==> config.mk <==
export PLATFORM = sky130hd
export DESIGN_NAME = hls_deadlock_reporter
export DESIGN_NICKNAME = d
export VERILOG_FILES = /design/src/rtl/hls_deadlock_pkg.sv /design/src/rtl/hls_deadlock_sat_counter.sv /design/src/rtl/hls_deadlock_reporter.sv
export SDC_FILE = /design/constraint.sdc
export NUM_CORES = 1
export LEC_CHECK = 0
export ABC_CLOCK_PERIOD_IN_PS = 1900
export CELL_PAD_IN_SITES_DETAIL_PLACEMENT = 0
export CELL_PAD_IN_SITES_GLOBAL_PLACEMENT = 1
export CORE_MARGIN = 5
export CORE_UTILIZATION = 34
export CTS_CLUSTER_SIZE = 20
export DETAILED_ROUTE_END_ITERATION = 10
export GPL_ROUTABILITY_DRIVEN = 0
export PLACE_DENSITY_LB_ADDON = 0.12
export SLEW_MARGIN = 5
export SYNTH_ARGS = -nofsm -noshare
export SYNTH_HDL_FRONTEND = slang
export SYNTH_SLANG_ARGS = --single-unit
==> constraint.sdc <==
create_clock -name clock -period 1.9 [get_ports clock]
set_input_delay 0.38 -clock clock [delete_from_list [all_inputs] [get_ports clock]]
set_output_delay 0.38 -clock clock [all_outputs]
set_load 0.02 [all_outputs]
==> src/rtl/hls_deadlock_pkg.sv <==
// Shared types, default sizes and the saturating-increment helper for the
// HLS deadlock reporter slice.
package hls_deadlock_pkg;

  typedef enum logic [1:0] {
    IDLE     = 2'd0,
    SUSPECT  = 2'd1,
    DETECTED = 2'd2
  } state_t;

  localparam int N_CH_DEF      = 7;
  localparam int THRESHOLD_DEF = 1024;
  localparam int CNT_W_DEF     = 16;
  localparam int TS_W_DEF      = 32;

  // Callers zero-extend into 64 bits and truncate the result back.
  function automatic logic [63:0] sat_inc(input logic [63:0] value, input logic [63:0] limit);
    if (value >= limit) begin
      sat_inc = value;
    end else begin
      sat_inc = value + 64'd1;
    end
  endfunction

endpackage

==> src/rtl/hls_deadlock_sat_counter.sv <==
// Width-parameterised up-counter with clear and enable; SATURATE selects
// sticking at all-ones versus wrapping modulo 2^WIDTH.
module hls_deadlock_sat_counter
  import hls_deadlock_pkg::*;
#(
  parameter int WIDTH    = 16,
  parameter bit SATURATE = 1'b1
) (
  input  logic             clock,
  input  logic             reset,
  input  logic             clr,
  input  logic             en,
  output logic [WIDTH-1:0] count
);

  localparam logic [WIDTH-1:0] MAX_VAL = {WIDTH{1'b1}};

  logic [WIDTH-1:0] count_q;
  logic [WIDTH-1:0] count_d;

  // Next count: clear wins over enable.
  always_comb begin
    count_d = count_q;
    if (clr) begin
      count_d = {WIDTH{1'b0}};
    end else if (en) begin
      if (SATURATE) begin
        count_d = WIDTH'(sat_inc(64'(count_q), 64'(MAX_VAL)));
      end else begin
        count_d = count_q + WIDTH'(1'b1);
      end
    end else begin
      count_d = count_q;
    end
  end

  // Count register.
  always_ff @(posedge clock) begin
    if (reset) begin
      count_q <= {WIDTH{1'b0}};
    end else begin
      count_q <= count_d;
    end
  end

  assign count = count_q;

endmodule

==> src/rtl/hls_deadlock_reporter.sv <==
// Persistence filter, sticky deadlock flag, irq pulse and per-channel snapshot.
// Optional cycle stamp of declaration: HLS_DEADLOCK_REPORTER_TIMESTAMP_EN.
module hls_deadlock_reporter
  import hls_deadlock_pkg::*;
#(
  parameter int N_CH      = N_CH_DEF,
  parameter int THRESHOLD = THRESHOLD_DEF,
  parameter int CNT_W     = CNT_W_DEF
`ifdef HLS_DEADLOCK_REPORTER_TIMESTAMP_EN
  ,
  parameter int TS_W      = TS_W_DEF
`endif
) (
  input  logic             clock,
  input  logic             reset,
  input  logic             block_in,
  input  logic [N_CH-1:0]  axis_block_sigs,
  input  logic             clear,
  output logic             deadlock_detected,
  output logic             deadlock_irq,
  output logic [N_CH-1:0]  snapshot,
  output logic [CNT_W-1:0] stall_cycles
`ifdef HLS_DEADLOCK_REPORTER_TIMESTAMP_EN
  ,
  output logic [TS_W-1:0]  timestamp
`endif
);

  state_t           state_q, state_d;
  logic             detected_q, detected_d;
  logic             irq_q, irq_d;
  logic [N_CH-1:0]  snapshot_q, snapshot_d;
  logic             stall_clr_s;
  logic             stall_en_s;
  logic [CNT_W-1:0] stall_cnt_s;
  logic             threshold_hit_s;

  // The counter already holds THRESHOLD-1 when the final qualifying cycle arrives.
  assign threshold_hit_s = (stall_cnt_s == CNT_W'(THRESHOLD - 1));

  hls_deadlock_sat_counter #(
    .WIDTH    (CNT_W),
    .SATURATE (1'b1)
  ) u_stall_cnt (
    .clock (clock),
    .reset (reset),
    .clr   (stall_clr_s),
    .en    (stall_en_s),
    .count (stall_cnt_s)
  );

  // Next-state, snapshot and counter control; clear overrides everything.
  always_comb begin
    state_d     = state_q;
    detected_d  = detected_q;
    irq_d       = 1'b0;
    snapshot_d  = snapshot_q;
    stall_clr_s = 1'b0;
    stall_en_s  = 1'b0;
    if (clear) begin
      state_d     = IDLE;
      detected_d  = 1'b0;
      snapshot_d  = {N_CH{1'b0}};
      stall_clr_s = 1'b1;
    end else begin
      case (state_q)
        IDLE: begin
          if (block_in) begin
            state_d    = SUSPECT;
            stall_en_s = 1'b1;
            snapshot_d = axis_block_sigs;
          end else begin
            stall_clr_s = 1'b1;
          end
        end
        SUSPECT: begin
          if (!block_in) begin
            state_d     = IDLE;
            stall_clr_s = 1'b1;
            snapshot_d  = {N_CH{1'b0}};
          end else if (threshold_hit_s) begin
            state_d    = DETECTED;
            stall_en_s = 1'b1;
            detected_d = 1'b1;
            irq_d      = 1'b1;
            snapshot_d = snapshot_q | axis_block_sigs;
          end else begin
            stall_en_s = 1'b1;
            snapshot_d = snapshot_q | axis_block_sigs;
          end
        end
        DETECTED: begin
          if (block_in) begin
            stall_en_s = 1'b1;
          end else begin
            stall_en_s = 1'b0;
          end
        end
        default: begin
          state_d     = IDLE;
          detected_d  = 1'b0;
          snapshot_d  = {N_CH{1'b0}};
          stall_clr_s = 1'b1;
        end
      endcase
    end
  end

  // State and report registers.
  always_ff @(posedge clock) begin
    if (reset) begin
      state_q    <= IDLE;
      detected_q <= 1'b0;
      irq_q      <= 1'b0;
      snapshot_q <= {N_CH{1'b0}};
    end else begin
      state_q    <= state_d;
      detected_q <= detected_d;
      irq_q      <= irq_d;
      snapshot_q <= snapshot_d;
    end
  end

  assign deadlock_detected = detected_q;
  assign deadlock_irq      = irq_q;
  assign snapshot          = snapshot_q;
  assign stall_cycles      = stall_cnt_s;

`ifdef HLS_DEADLOCK_REPORTER_TIMESTAMP_EN
  logic [TS_W-1:0] ts_cnt_s;
  logic [TS_W-1:0] ts_q, ts_d;

  hls_deadlock_sat_counter #(
    .WIDTH    (TS_W),
    .SATURATE (1'b0)
  ) u_ts_cnt (
    .clock (clock),
    .reset (reset),
    .clr   (1'b0),
    .en    (1'b1),
    .count (ts_cnt_s)
  );

  // Stamp the value the free-running counter takes on the declaring edge.
  always_comb begin
    ts_d = ts_q;
    if (clear) begin
      ts_d = {TS_W{1'b0}};
    end else if (irq_d) begin
      ts_d = ts_cnt_s + TS_W'(1'b1);
    end else begin
      ts_d = ts_q;
    end
  end

  // Timestamp register.
  always_ff @(posedge clock) begin
    if (reset) begin
      ts_q <= {TS_W{1'b0}};
    end else begin
      ts_q <= ts_d;
    end
  end

  assign timestamp = ts_q;
`endif

endmodule

; ---- Yosys cells after proc, flatten, opt, wreduce, memory -nomap -nowiden
; Index checks and enable logic that the tools add are counted.
[classes]
add_sub_neg = 1
magnitude_cmp = 1
n_eq_ne = 7
mux = 17
bitwise_logic = 6
n_reduce_logical = 11
[op_table]
columns = op, count
row1 = 7-bit case mux with 3 select lines, 1
row2 = "16-bit by 1-bit adder with 16-bit output, second input constant", 1
row3 = "16-bit by 10-bit == test with 1-bit output, second input constant", 1
row4 = "16-bit >= comparator, second input constant", 1
row5 = 7-bit 2-to-1 mux, 2
row6 = 1-bit 2-to-1 mux, 8
row7 = 2-bit OR reduction, 4
row8 = 7-bit bitwise OR, 1
row9 = 2-bit 2-to-1 mux, 3
row10 = "2-bit inequality test, second input constant", 3
row11 = 2-bit case mux with 3 select lines, 1
row12 = 3-bit AND reduction, 2
row13 = 1-bit inverter, 5
row14 = 1-bit case mux with 2 select lines, 2
row15 = 2-bit AND reduction, 2
row16 = 4-bit OR reduction, 1
row17 = "3-bit inequality test, second input constant", 1
row18 = 3-bit OR reduction, 1
row19 = "2-bit by 1-bit == test with 1-bit output, second input constant", 1
row20 = "2-bit == test, second input constant", 1
row21 = 2-bit zero test, 1
[word_totals]
register_bits = 27
in_bits = 11
output_inout_bits = 25
elab_cells = 48

; ---- Depth between registers and ports, before layout
[depth]
depth_word = 5
mapped_depth = 6

; ---- By module
; Synthesis repeated with hierarchy kept, for this count alone.
[hier_totals]
hier_cells = 145
hier_area_um2 = 1261.2
[modules_own_cells]
columns = module, instances, cells_each, area_per_inst_um2, seq_area_each_um2
row1 = hls_deadlock_sat_counter, 1, 97, 817.0, 320.3
row2 = hls_deadlock_reporter, 1, 48, 444.2, 220.2

; ---- Least setup slack after synthesis
; Ideal clock, no wire load.
[synth_timing]
path_kind = register to register
startpoint = reg u_stall_cnt.count_q[0] (netlist: u_stall_cnt.count[0])
endpoint = reg u_stall_cnt.count_q[14] (netlist: u_stall_cnt.count[14])
t_arrival_ps = 1725
required_time_ps = 1830
setup_slack_ps = 105
path_stages_with_launch = 6
n_path_buf = 0
synth_period_minus_slack_ps = 1795
path_cell_list = dfxtp_1 -> ha_1 -> and4_1 -> nand3_1 -> or4_1 -> a21oi_1
[synth_via]
elab_chain_len = 3
elab_cells_between_ends = 4
classes_between = add/sub: 1 / order compare: 1 / bitwise: 1 / reduce/logical: 1
[synth_rtl]
columns = element, line_no
row1 = start: declaration, hls_deadlock_sat_counter.sv:18  ; logic [WIDTH-1:0] count_q;
row2 = start signal: assignment, hls_deadlock_sat_counter.sv:40  ; count_q <= {WIDTH{1'b0}};
row3 = start signal: assignment, hls_deadlock_sat_counter.sv:42  ; count_q <= count_d;
row4 = 16-bit >= comparator, hls_deadlock_pkg.sv:18  ; if (value >= limit) begin
row5 = 1-bit inverter (no line), n/a
row6 = 2-bit AND reduction (no line), n/a
; Parallel ways exist; a longest one is shown, timed or not.
; A chain may end at the register's enable or synchronous reset.

; ---- Worst setup path after layout
[layout_timing]
startpoint = reg u_stall_cnt.count_q[11] (netlist: u_stall_cnt.count[11])
endpoint = out stall_cycles[11]
[layout_lines]
columns = element, line_no
row1 = end: declaration, hls_deadlock_reporter.sv:22  ; output logic [CNT_W-1:0] stall_cycles
; No word-level cell between the ends.

==> reports/qor.yml <==
grt_max_degree: 17
post_dp_cell_area_um2: 1818
first_global_vias: 1260
fin_util_pct: 50.68
slew_viol_final: 0
synth_edf_count: 0
cts_sinks: 27
synthTopCellsByArea: "dfxtp_1 (41%), nand2_1 (4.9%), mux2i_1 (4.6%)"
path_clk_slew_ns: 0.10
first_pass_iters: 4
grt_overflow: 0
wl_mm: 3.539
syn_to_final_growth_pct: 43.10
p_total_mw: 1.015
async_reset_ff_share_pct: 0
yosys.cell_types.count: 40
ios: 36
start_util_pct: 35.41
grt_pass1_wl_mm: 5.934
crit_slowest_cell: "clkdlybuf4s50_1"
grtUsageMet1_pct: 19.95
antenna_found_initial: 0
vdd_ir_drop_max_mv: 0.2555
fin_tns_setup_ns: 0
p_leak_nw: 0.6083
synthesis.area_um2: 1306
rsz0062_at_grt: "no"
final_common_cell: "clkdlybuf4s50_1"
synthFlopType: "dfxtp_1"
vias: 1358
skew_ns: 0.002442
hold_violations: 0
outcome: "completed"
clock_latency_ns: 0.27
clock_path_buffers: 2
via_per_inst: 5.476
synth_seq_cells: 27
cts_buffers: 3
crit_chain: "clkdlybuf4s50_1"
wl_per_cell_um: 14.27
drc: 0
fmax_mhz: 549.8
core_um2: 3689
io_buffers: 35
hold_class: "reg -> reg"
setup_slack_ns: 0.08108
fin_area_um2: 1869
powerDensity_nw_per_um2: 543.0
yosysSeqAreaShare_pct: 41.38
cp_max_fo: 10
dp_slack_ns: -0.1352
required_ns: 1.52
drive_above_1_share_pct: 14.00
dieArea_um2: 5182
crit_family: "buffers and inverters"
root_buffer: "clkbuf_8"
yosysTopAreaCell: "dfxtp_1"
yosys_warnings: 0
grt_use_met3_pct: 2.632
num_antenna_cells: 0
period_share_pct: 95.73
setup_viol: 0
cts_tree: "built"
synth.top_cell.area_share_pct: 41.38
met2_usage_pct: 21.43
end_kind: "output port"
dp_hpwl_mm: 2.773
final_nets: 213
path_buf_inv: 1
post_cts_buffers: 0
path_class: "reg -> out"
slowest_delay_ns: 0.67
postCtsHoldBufs: 0
rows: 22
worstMarginPinSlew_ns: 0.3131
htree_levels: 1
maxCapViolations: 0
grt_use_total_pct: 14.03
first_iter_violations: 104
fp.dieW_um: 71.99
worstPathArrival_ns: 1.44
synthCells: 150
antenna_left: 0
layout_common_cells: "clkdlybuf4s50_1 (35), dfxtp_1 (27), buf_4 (18)"
grt-busiest-layer: "met2"
die_y_um: 71.99
layout_min_cycle_time_ns: 1.819
synth_nets: 162
start_kind: "flip-flop"
avgSynthCellArea_um2: 8.708
timing.slew.headroom_pct: 78.86
## flip-flops by register name, summed over array words and instances (netlist names)
register / count
deadlock_irq: 1
snapshot: 7
state_q: 2
u_stall_cnt.count: 16
deadlock_detected: 1
## layer usage
layer / share of wire [%] / vias to the layer above
li1: - / 671
met1: 50 / 652
met2: 44 / 31
met3: 5.0 / 4
met4: 1.2 / 0
met5: 0 / -
## cells by family (layout without fill, tap and decap cells)
logic type	count (synthesis)	after routing	share of synthesized area [%]
simple gates	70	70	29.89
flops	27	27	41.38
mux	6	6	4.598
compound gates	38	38	19.92
fa+ha+maj	1	1	0.9577
xor+xnor	1	1	0.6706
buf+inv	7	57	2.586
## synth_stat cells (all sizes together) (2+ instances only)
library cell   n
a2111o         2
a211oi         4
a21oi         11
a22oi          7
and3           2
and4           4
buf            4
clkbuf         3
dfxtp         27
mux2i          6
nand2         17
nand2b         8
nand3          9
nand4          5
nor2           9
nor2b          2
nor3           2
nor4           4
o21ai          5
o31ai          3
or4            3
## report_power, final
part | leakage [nW] | switching (mW) | internal [mW]
registers | 0.218 | 0.00383 | 0.572
logic | 0.368 | 0.0465 | 0.0562
clock network | 0.0217 | 0.188 | 0.149
## final timing paths
check	startpoint	to	slack, ns	depth (start not counted)
setup / recovery	u_stall_cnt.count[11]	stall_cycles[11]	0.08	1
hold / removal	deadlock_detected	deadlock_detected	0.46	2
setup reg to reg	u_stall_cnt.count[1]	u_stall_cnt.count[6]	0.19	6
hold reg to reg	deadlock_detected	deadlock_detected	0.46	2
## repair_timing
action | CTS | global route
hold endpoints to repair | 0 | 0
resized for setup | 0 | 2
endpoints found under the setup margin | 0 | 1
## final cells by class
type	instances	area, µm²
fill	340	1819
multi-input combinational	116	734.5
sequential	27	540.5
timing repair buffer	53	485.5
tap	48	60.06
clock buffer	3	41.29
clock inverter	1	7.507
## through the flow
| stage | hold slack, ns | cells |
|---|---|---|
| after floorplan | 0.5199 | 150 |
| after global placement | 0.4388 | 244 |
| after detailed placement | 0.4432 | 244 |
| after CTS | 0.4673 | 248 |
| after global routing | 0.5135 | 248 |
| final | 0.4579 | 248 |
Note: power is estimated with default switching activity, not from simulation.
